$ cat src/rtl/five_bit_display_sched.sv
// Round-robin scheduler that shares one 5-bit to 3-digit 7-seg decoder between sources.
// Optional src_led one-hot output when SCHED_SRC_LED_EN is defined.
module five_bit_display_sched #(
  parameter int NUM_SRC      = 4,
  parameter int DWELL_CYCLES = 16,
  parameter int SCAN_DIV     = 4
) (
  input  logic                   clk,
  input  logic                   reset_n,
  input  logic [5*NUM_SRC-1:0]   src_vals,
  input  logic [NUM_SRC-1:0]     src_valid,
  input  logic                   hold,
  input  logic                   next_req,
  output logic [4:0]             sel_bits,
  output logic [1:0]             sel_idx,
  input  logic [20:0]            display_in,
  output logic [6:0]             seg_out,
  output logic [2:0]             digit_en
`ifdef SCHED_SRC_LED_EN
  ,
  output logic [NUM_SRC-1:0]     src_led
`endif
);

  localparam int DW_W = $clog2(DWELL_CYCLES);
  localparam int SD_W = (SCAN_DIV > 1) ? $clog2(SCAN_DIV) : 1;
  localparam logic [DW_W-1:0] DW_MAX = DW_W'(DWELL_CYCLES - 1);
  localparam logic [SD_W-1:0] SD_MAX = SD_W'(SCAN_DIV - 1);

  typedef enum logic [1:0] {
    ST_IDLE,
    ST_SHOW,
    ST_HOLD
  } state_e;

  state_e            state_q, state_d;
  logic [1:0]        sel_idx_q, sel_idx_d;
  logic [4:0]        sel_bits_q, sel_bits_d;
  logic [DW_W-1:0]   dwell_q, dwell_d;
  logic [SD_W-1:0]   div_q, div_d;
  logic [1:0]        digit_q, digit_d;
  logic [6:0]        seg_q, seg_d;
  logic [2:0]        den_q, den_d;

  logic [1:0]        lo_idx;
  logic [1:0]        nxt_idx;
  logic              nxt_found;
  logic              advance;
  logic [6:0]        digit_pat;

  // lowest valid index, and the next valid one above sel_idx (wrapping to itself)
  always_comb begin
    lo_idx    = '0;
    nxt_idx   = sel_idx_q;
    nxt_found = 1'b0;
    for (int i = NUM_SRC - 1; i >= 0; i--) begin
      if (src_valid[i]) lo_idx = 2'(i);
    end
    for (int k = 1; k <= NUM_SRC; k++) begin
      if (!nxt_found && src_valid[(int'(sel_idx_q) + k) % NUM_SRC]) begin
        nxt_found = 1'b1;
        nxt_idx   = 2'((int'(sel_idx_q) + k) % NUM_SRC);
      end
    end
  end

  always_comb begin
    case (digit_q)
      2'd0:    digit_pat = display_in[6:0];
      2'd1:    digit_pat = display_in[13:7];
      default: digit_pat = display_in[20:14];
    endcase
  end

  always_comb begin
    state_d    = state_q;
    sel_idx_d  = sel_idx_q;
    sel_bits_d = sel_bits_q;
    dwell_d    = dwell_q;
    div_d      = div_q;
    digit_d    = digit_q;
    seg_d      = seg_q;
    den_d      = den_q;
    advance    = 1'b0;
    unique case (state_q)
      ST_IDLE: begin
        if (|src_valid) begin
          state_d    = ST_SHOW;
          sel_idx_d  = lo_idx;
          sel_bits_d = src_vals[5*int'(lo_idx) +: 5];
          dwell_d    = '0;
          div_d      = '0;
          digit_d    = '0;
        end
      end
      ST_SHOW, ST_HOLD: begin
        if (src_valid == '0) begin
          state_d    = ST_IDLE;
          sel_bits_d = '0;
          seg_d      = '0;
          den_d      = '0;
          dwell_d    = '0;
          div_d      = '0;
          digit_d    = '0;
        end else begin
          state_d = hold ? ST_HOLD : ST_SHOW;
          advance = next_req || !src_valid[sel_idx_q] ||
                    (state_q == ST_SHOW && dwell_q == DW_MAX);
          if (advance) begin
            sel_idx_d  = nxt_idx;
            sel_bits_d = src_vals[5*int'(nxt_idx) +: 5];
            dwell_d    = '0;
          end else if (state_q == ST_SHOW) begin
            dwell_d = dwell_q + 1'b1;
          end
          seg_d = digit_pat;
          den_d = 3'b001 << digit_q;
          if (div_q == SD_MAX) begin
            div_d   = '0;
            digit_d = (digit_q == 2'd2) ? 2'd0 : digit_q + 2'd1;
          end else begin
            div_d = div_q + 1'b1;
          end
        end
      end
      default: state_d = ST_IDLE;
    endcase
  end

  always_ff @(posedge clk) begin
    if (!reset_n) begin
      state_q    <= ST_IDLE;
      sel_idx_q  <= '0;
      sel_bits_q <= '0;
      dwell_q    <= '0;
      div_q      <= '0;
      digit_q    <= '0;
      seg_q      <= '0;
      den_q      <= '0;
    end else begin
      state_q    <= state_d;
      sel_idx_q  <= sel_idx_d;
      sel_bits_q <= sel_bits_d;
      dwell_q    <= dwell_d;
      div_q      <= div_d;
      digit_q    <= digit_d;
      seg_q      <= seg_d;
      den_q      <= den_d;
    end
  end

  assign sel_bits = sel_bits_q;
  assign sel_idx  = sel_idx_q;
  assign seg_out  = seg_q;
  assign digit_en = den_q;

`ifdef SCHED_SRC_LED_EN
  logic [NUM_SRC-1:0] src_led_q, src_led_d;

  always_comb begin
    src_led_d = '0;
    if (state_d != ST_IDLE) src_led_d = NUM_SRC'(1) << sel_idx_d;
  end

  always_ff @(posedge clk) begin
    if (!reset_n) src_led_q <= '0;
    else          src_led_q <= src_led_d;
  end

  assign src_led = src_led_q;
`endif

endmodule

$ cat config.mk
export PLATFORM = sky130hd
export DESIGN_NAME = five_bit_display_sched
export DESIGN_NICKNAME = d
export VERILOG_FILES = /design/src/rtl/five_bit_display_sched.sv
export SDC_FILE = /design/constraint.sdc
export NUM_CORES = 1
export LEC_CHECK = 0
export CAP_MARGIN = 20
export CORE_ASPECT_RATIO = 1.4
export CORE_MARGIN = 1.5
export CORE_UTILIZATION = 31
export CTS_BUF_LIST = sky130_fd_sc_hd__clkbuf_8
export CTS_CLUSTER_SIZE = 25
export DETAILED_ROUTE_END_ITERATION = 16
export GPL_ROUTABILITY_DRIVEN = 0
export PLACE_DENSITY_LB_ADDON = 0.3
export SYNTH_ARGS = -nofsm -noshare
export SYNTH_HDL_FRONTEND = slang
export SYNTH_SLANG_ARGS = --single-unit
export TNS_END_PERCENT = 20
$ cat constraint.sdc
create_clock -name clk -period 6.1 [get_ports clk]
set_clock_uncertainty 0.2 [all_clocks]
set_input_delay 1.83 -clock clk [delete_from_list [all_inputs] [get_ports clk]]
set_output_delay 1.83 -clock clk [all_outputs]
set_load 0.005 [all_outputs]
[Word-level counts from Yosys, hierarchy flattened]
Cells that the tools add are included.
Word-level totals
  input port bits: 49
  output and inout port bits: 17
  word-level logic and storage cells: 119
  register bits: 27
Operators by class
  order comparisons: 5
  equality and inequality tests: 12
  bitwise gates (word level): 4
  multiply operators: 2
  reduce and logical (&&, ||, !) cells: 25
  $add $sub $neg: 7
  shift operators: 3
  muxes and demuxes: 53
Operators with widths (number)
  $mux W2: 20
  $shiftx A20 B6 Y5: 2
  $lt A3 B4 Y1 const B: 4
  $mux W4: 4
  $pmux W2 S2: 4
  $mux W5: 3
  $pmux W7 S2: 1
  $mux W1: 12
  $bmux W1 S2: 5
  $mul A3 B2 Y5 const A: 2
  $pmux W5 S2: 1
  $reduce_or A2 Y1: 5
  $reduce_and A3 Y1: 3
  $add A2 B1 Y2 const B: 4
  $pmux W4 S2: 1
  $mux W7: 1
  $eq A2 B2 Y1 const B: 3
  $ne A2 B2 Y1 const B: 3
  $ne A3 B3 Y1 const B: 2
  $add A2 B2 Y2 const B: 2
  $add A4 B1 Y4 const B: 1
  $and A1 B1 Y1 const A: 4
  $eq A2 B1 Y1 const B: 2
  $eq A4 B4 Y1 const B: 1
  other kinds (13): 21

[Depth between registers and ports, before layout]
Gate-level depths: netlist (run 1).
  word-level depth: 21
  depth in mapped cells: 8
  gate-level depth less buffers: 7

[Worst setup path before layout (run 1)]
OpenSTA, ideal clock, no wires.
  kind: input-to-reg
  from: input port src_valid[3]
  to: register sel_bits_q[1], in the netlist sel_bits[1]
  stages on the path: 6
  buffers on the path: 1
  required time: 5.771 ns
  data arrival time: 3.019 ns
  library setup time: 0.129 ns
  setup slack: 2.752 ns
  cell sequence: clkbuf_1 o41ai_1 a311o_1 and3b_2 o21ai_1 nand4_1
Between the ends
  word-level cells in the longest chain between the ends: 18
  elaborated cells between the ends (all ways): 47
  those cells by class: mul (2); eq/ne (2); shift (2); mux (29); reduce/logical (12)
Ends and longest elaborated chain
  from (decl): line 11  | input logic [NUM_SRC-1:0] src_valid,
  $bmux W1 S2: line 60  | if (!nxt_found && src_valid[(int'(sel_idx_q) + k) % NUM_SRC]) begin
  $mux W1 (not written as such) (2 in series): line 60
  $mux W1: line 60
  $logic_not A1 Y1: line 60
  $logic_and A1 B1 Y1: line 60
  $mux W1: line 60
  $logic_not A1 Y1: line 60
  $logic_and A1 B1 Y1: line 60
  $mux W1: line 60
  $logic_not A1 Y1: line 60
  $logic_and A1 B1 Y1: line 60
  $mux W2: line 60
  $mul A3 B2 Y5: line 111  | sel_bits_d = src_vals[5*int'(nxt_idx) +: 5];
  $shiftx A20 B6 Y5: line 111
  $mux W5: line 109  | if (advance) begin
  $mux W5: line 97  | if (src_valid == '0) begin
  $pmux W5 S2: line 85  | unique case (state_q)
  to (signal assigned): line 143  | sel_bits_q <= sel_bits_d;
  to (decl): line 38  | logic [4:0] sel_bits_q, sel_bits_d;
Several ways; a longest one is shown, not always the timed one. The select of a mux whose other input is x is not followed.
A chain may end at the register's enable or synchronous reset.

[Worst setup path in the final report (run 1)]
  from: input port src_valid[3]
  to: register sel_bits_q[4], in the netlist sel_bits[4]
The elaborated chain is that of the path after synthesis.

==> results of run 1 <==
worst paths after layout:
check | slack, ns | cells after the start | to
worst max register to register | 3.62 | 7 | sel_bits[4]
worst min-delay path | 0.27 | 2 | digit_en[1]
worst min register to register | 0.27 | 2 | digit_en[1]
worst max-delay path | 1.89 | 7 | sel_bits[4]
critical path, cell delays in order:
cell             delay [ns]
clkdlybuf4s50_1        0.81
nor2b_1                0.34
o21bai_1               0.53
buf_4                  0.29
a31oi_1                0.09
o21ai_0                0.16
nand4_1                0.12
cells in the mapped netlist, types with 7 or more instances:
master    number  share of area [%]
o21ai_0       20                5.1
a21oi_1       24                6.1
inv_1         18                3.4
clkbuf_1      15                2.9
nand4_1        7                2.2
and2_1         7                2.2
nand2_1       17                3.2
and4_1        10                4.4
a31oi_1       16                5.1
dfxtp_1       27                 27
nor2_1        26                4.9
mux2i_1        8                4.1
final cells by class:
| cell class | count | area (um^2) |
|---|---|---|
| well taps | 72 | 90.09 |
| repair buffers | 69 | 680.7 |
| multi-input cells | 204 | 1285 |
| clock inverters | 1 | 5.005 |
| flip-flops and latches | 27 | 540.5 |
| fillers | 624 | 3455 |
| clock buffers | 3 | 41.29 |
| inverters | 19 | 71.32 |
cell families after synthesis:
group                    after synthesis  synth area share, %
multiplexers                           9                5.203
adder cells (fa/ha/maj)                5                3.173
AND/OR/NAND/NOR                       98                27.16
buffers and inverters                 40                7.804
flip-flops                            27                27.41
AO/OA/AOI/OAI                         92                29.25
through the flow:
stage	hold WS [ns]	instance area, um^2	std cells	utilization (%)
floorplan	0.2575	1972	271	-
global placement	0.2523	2660	390	43.12
detailed placement	0.2603	2660	390	43.12
CTS	0.2756	2706	394	43.87
global route	0.2995	2714	395	44.00
finish	0.2687	2714	395	44.00
flip-flops by register name (all words and copies together), names as in the netlist:
| name | count |
|---|---|
| digit_en | 3 |
| digit_q | 2 |
| div_q | 2 |
| dwell_q | 4 |
| seg_out | 7 |
| sel_bits | 5 |
| sel_idx | 2 |
| state_q | 2 |
layer usage:
layer	GRT usage, %	wire [um]
met1	20.90	2449
met2	30.12	2911
met3	1.660	245
met4	5.325	87
met5	0	0
where the power goes:
part / switching [mW] / internal [mW] / leakage (nW)
clock network: 0.0581 / 0.0458 / 0.0255
logic: 0.102 / 0.111 / 0.742
registers: 0.0150 / 0.196 / 0.221
total: 0.175 / 0.352 / 0.989
==> results by group, run 1 <==
Outcome
  • Run status: completed

Timing
  • PnR worst setup slack: 1.888 ns
  • Final number of setup-violating endpoints: 0
  • Total count of hold-check failures in the final report: 0
  • Final Max Slew Viols: 0
  • Setup Total Neg Slack: 0 ns
  • Period Utilization, post-route: roughly 70%
  • Setup repair after global routing missed its margin: no
  • Remaining max-slew budget at the tightest pin: between 40% and 50%
  • Transition time of the tightest slew-check pin: 0.8152 ns
  • Minimum clock period after layout: ~4.2 ns
  • Peak clock frequency supported by timing: around 240 MHz

Routing
  • DRC Markers: 0
  • First-pass DRT Iterations: 4
  • Post-Route WL: roughly 5.7 mm
  • Wire per inst: 14.42 um
  • Via-per-instance ratio: 5.527
  • Starting DRC count in detailed routing: 82
  • Antenna Nets Post-Route: 0
  • Detailed-route via count: between 2000 and 2500

Floorplan
  • Die boundary height: between 90 and 100 um
  • Area of the die: just under 7000 um^2
  • Initial Utilization: about a third
  • Placement row count: 34
  • Number of I/O pins: 66
  • Floorplan Core Area: 6168 um^2
  • Width of the die: 70.41 um

Layout
  • Most frequent cells in the layout: 65 x clkdlybuf4s50_1, 27 x dfxtp_1, 26 x nor2_1
  • Most frequent standard cell in the layout excluding fill and tap cells: clkdlybuf4s50_1
  • Net count, final: roughly 380
  • Diodes inserted: 0
  • Area overhead of the layout relative to synthesis: 37.63%
  • Proportion of layout cells with a drive suffix above 1: 3.715%

Global routing
  • Wire length of the first global-routing pass: roughly 9.5 mm
  • Overall global routing resource usage: about 17%
  • Pin count of the biggest net entering global routing: 24
  • Aggregate global routing overflow: 0
  • Vias in the first global route: slightly above 2000
  • Number of antenna violations at the first check in global routing: 0

CTS
  • Clock transition at path regs: 0.10 ns
  • Clock Latency Late Sink: roughly 0.27 ns
  • H-tree depth: 1
  • Clock sink total: 27
  • Number of post-CTS setup repair buffers: 0
  • Worst-case clock buffer depth: 2
  • Count of hold buffers inserted by post-cts repair: 0
  • Clock Root Buffer: clkbuf_8
  • CTS buffer count: 3
  • Clock tree from TritonCTS: built
  • Gates resized, CTS repair: 0

Yosys
  • Avg Synthesized Cell Area: ~7.3 um^2
  • YS warnings: 0
  • Number of cells produced by synthesis: between 200 and 300
  • Sequential-to-total area share from yosys stat: about 27%
  • Async set-reset flop share out of synthesis: 0%
  • Flip-flop cell with the highest count after synthesis: dfxtp_1
  • Netlist area before placement: approximately 2000 um^2
  • #FFs+latches synth: 27
  • Mapped Nets: between 300 and 400
  • Post-synth EDFFs: 0
  • Number of distinct library cells after synthesis: 40

Setup path
  • Critical path origin: src_valid[3]
  • Critical path start-end classification: in2reg
  • Worst path arrival time: between 4 and 5 ns
  • Worst flop-to-flop path startpoint: state_q[0]
  • Required time at the worst-slack endpoint: 6.06 ns
  • Crit path capture type: flop
  • Largest fanout on the critical path: 21
  • Startpoint types: input port

Power
  • Total Power: ~0.53 mW
  • Leakage power of the design: between 0.9 and 1 nW
  • VDD IR max: 0.00009410 V
  • Cell area power density: just under 200 nW/um^2

Place
  • Number of I/O port buffers: between 60 and 70
  • Worst slack at placement: roughly 1.4 ns
  • HPWL after detailed placement: between 4 and 5 mm

Worst hold path
  • Worst Min Path Start: digit_en[1]
  • Type of the most critical hold path: reg2reg

Job
  • Number of max-capacitance violations reported: 0
No activity file was read; power rests on OpenSTA's default activity.
==> run 2, diff against run 1 <==
- clock period: 6.1 -> 3.52 ns (I/O delays scaled with it)
==> run 2 against run 1 <==
  * Cell count rose by 1.5%
  * Clock power rose by 74%
  * First-iteration DRC count rose by 37%
  * Worst setup slack got worse by 1.3 ns
  * Core utilization rose by 0.73 points
  * Count of clock-buffer cells in the layout did not move
  * Global-route usage barely moved
  * Critical path depth did not move
  * Largest power group unchanged
  * Highest routed layer unchanged
==> results by group, run 2 (synthesized netlist as in run 1, its figures left out) <==
Timing
  • Setup Total Neg Slack: 0 ns
  • Remaining max-slew budget at the tightest pin: about 53%
  • Period Utilization, post-route: between 80% and 90%
  • Transition time of the tightest slew-check pin: ~0.7 ns
  • Minimum clock period after layout: just under 3 ns
  • Final number of setup-violating endpoints: 0
  • Setup repair after global routing missed its margin: no
  • Final Max Slew Viols: 0
  • Peak clock frequency supported by timing: 339.6 MHz
  • Total count of hold-check failures in the final report: 0
  • Worst hold slack after final layout: 0.2723 ns

CTS
  • H-tree depth: 1
  • Clock transition at path regs: about 0.10 ns
  • CTS buffer count: 3
  • Clock Latency Late Sink: about 0.27 ns
  • Gates resized, CTS repair: 0
  • Worst-case clock buffer depth: 2
  • Count of hold buffers inserted by post-cts repair: 0
  • Number of post-CTS setup repair buffers: 0
  • Clock Root Buffer: clkbuf_8
  • Clock tree from TritonCTS: built
  • Clock sink total: 27

Setup path
  • Cell family with the largest share of critical-path delay: simple AND/OR/NAND/NOR gates
  • Worst path arrival time: 2.91 ns
  • Worst-path cell chain: clkdlybuf4s50_1, buf_4, nor2_1, nand2_1, and4_1, o21ai_0, nand4_1
  • Worst flop-to-flop path startpoint: state_q[0]
  • Crit path capture type: flop
  • Startpoint types: input port
  • Setup slack of the most critical reg-to-reg path: slightly above 1 ns
  • Critical path start-end classification: in2reg
  • Required time at the worst-slack endpoint: 3.48 ns
  • Worst stage delay on the critical path: between 0.4 and 0.5 ns
  • Largest fanout on the critical path: 21
  • FF-to-FF path depth: 7
  • Worst reg2reg path endpoint: sel_bits[2]
  • Slowest cell on the critical path: clkdlybuf4s50_1
  • Number of buffers and inverters on the critical path: 2

Routing
  • Wire per inst: between 10 and 15 um
  • DRC Markers: 0
  • Starting DRC count in detailed routing: around 110
  • First-pass DRT Iterations: 4
  • Via-per-instance ratio: approximately 5.5
  • Antenna Nets Post-Route: 0
  • Detailed-route via count: 2194
  • Post-Route WL: between 5 and 6 mm

Layout
  • Area overhead of the layout relative to synthesis: 39.91%
  • Most frequent cells in the layout: 65 x clkdlybuf4s50_1, 27 x dfxtp_1, 26 x nor2_1
  • Flip-flop count of the largest register, all copies and words added: 7
  • FILL cells: 615
  • Diodes inserted: 0
  • Most frequent standard cell in the layout excluding fill and tap cells: clkdlybuf4s50_1
  • Net count, final: roughly 380
  • Proportion of layout cells with a drive suffix above 1: between 5 and 6%

Global routing
  • Number of antenna violations at the first check in global routing: 0
  • Wire length of the first global-routing pass: 9.584 mm
  • Aggregate global routing overflow: 0
  • Vias in the first global route: ~2000
  • Overall global routing resource usage: roughly 17%
  • Pin count of the biggest net entering global routing: 22

Place
  • Number of I/O port buffers: 65
  • HPWL after detailed placement: 4.344 mm

Floorplan
  • Width of the die: ~70 um
  • Area of the die: around 7000 um^2
  • Placement row count: 34
  • Floorplan Core Area: 6168 um^2
  • Initial Utilization: around a third
  • Die boundary height: between 90 and 100 um
  • Number of I/O pins: 66

Worst hold path
  • Worst Hold Path Cells: 2
  • Worst Min Path Start: digit_en[1]
  • Type of the most critical hold path: reg2reg
  • End point of the most critical hold path: digit_en[1]

Power
  • Clock share of power: around 20%
  • Switching Fraction: about 33%
  • Sequential share of power: between 30% and 40%
  • VDD IR max: roughly 0.00017 V
  • Leakage power of the design: a little over 1 nW
  • Share of power burned in combinational logic: 40.7%
  • Cell area power density: around 330 nW/um^2
  • Switching power of the nets: slightly above 0.3 mW
  • Internal portion of total power: approximately 0.61 mW

Outcome
  • Run status: completed

Job
  • Number of max-capacitance violations reported: 0
-- run 2: final cells by class --
cell class | count | area (um^2) | area share [%]
clock inverters | 1 | 5.005 | 0.1814
well taps | 72 | 90.09 | 3.265
repair buffers | 75 | 725.7 | 26.30
multi-input cells | 204 | 1285 | 46.58
clock buffers | 3 | 41.29 | 1.497
inverters | 19 | 71.32 | 2.585
flip-flops and latches | 27 | 540.5 | 19.59
-- run 2: power groups by stage --
stage | clock, mW | sequential [mW] | combinational [mW]
after floorplan | 0 | 0.369 | 0.201
after global placement | 0 | 0.375 | 0.370
after detailed placement | 0 | 0.373 | 0.373
after CTS | 0.185 | 0.367 | 0.375
after global routing | 0.202 | 0.372 | 0.415
final | 0.181 | 0.367 | 0.375
-- run 2: how the worst max path moves through the flow --
stage               cells after the start          from           to  slack [ns]
global placement                        7  src_valid[0]  sel_bits[3]        0.35
detailed placement                      6  src_valid[3]  sel_bits[4]        0.31
CTS                                     6  src_valid[2]  sel_bits[4]        0.58
floorplan                               6  src_valid[3]  sel_bits[1]        0.95
finish                                  7  src_valid[0]  sel_bits[4]        0.58
global route                            7  src_valid[0]  sel_bits[3]        0.46
-- run 2: metrics by stage --
stage,cell area [um^2],utilization (%),cells,total power [mW],setup WS [ns]
floorplan,1972,-,271,0.5702,0.9461
global placement,2713,43.98,397,0.7444,0.3493
detailed placement,2713,43.98,397,0.7467,0.3100
global route,2759,44.73,401,0.9889,0.4557
finish,2759,44.73,401,0.9232,0.5755
CTS,2759,44.73,401,0.9269,0.5839
-- run 2: metal layers --
metal	up-vias	GRT usage [%]	part of all wire, %
li1	1122	-	-
met1	982	21.20	43
met2	84	29.03	51
met3	6	2.178	4.9
met4	0	6.361	1.5
met5	-	0	0
-- run 2: worst register-to-register path, stage by stage (launching register included) --
cell	delay, ns
dfxtp_1	0.39
inv_1	0.06
ha_1	0.57
nor2b_1	0.23
nand3_1	0.24
a21oi_1	0.52
nand2_1	0.12
nand4_1	0.11
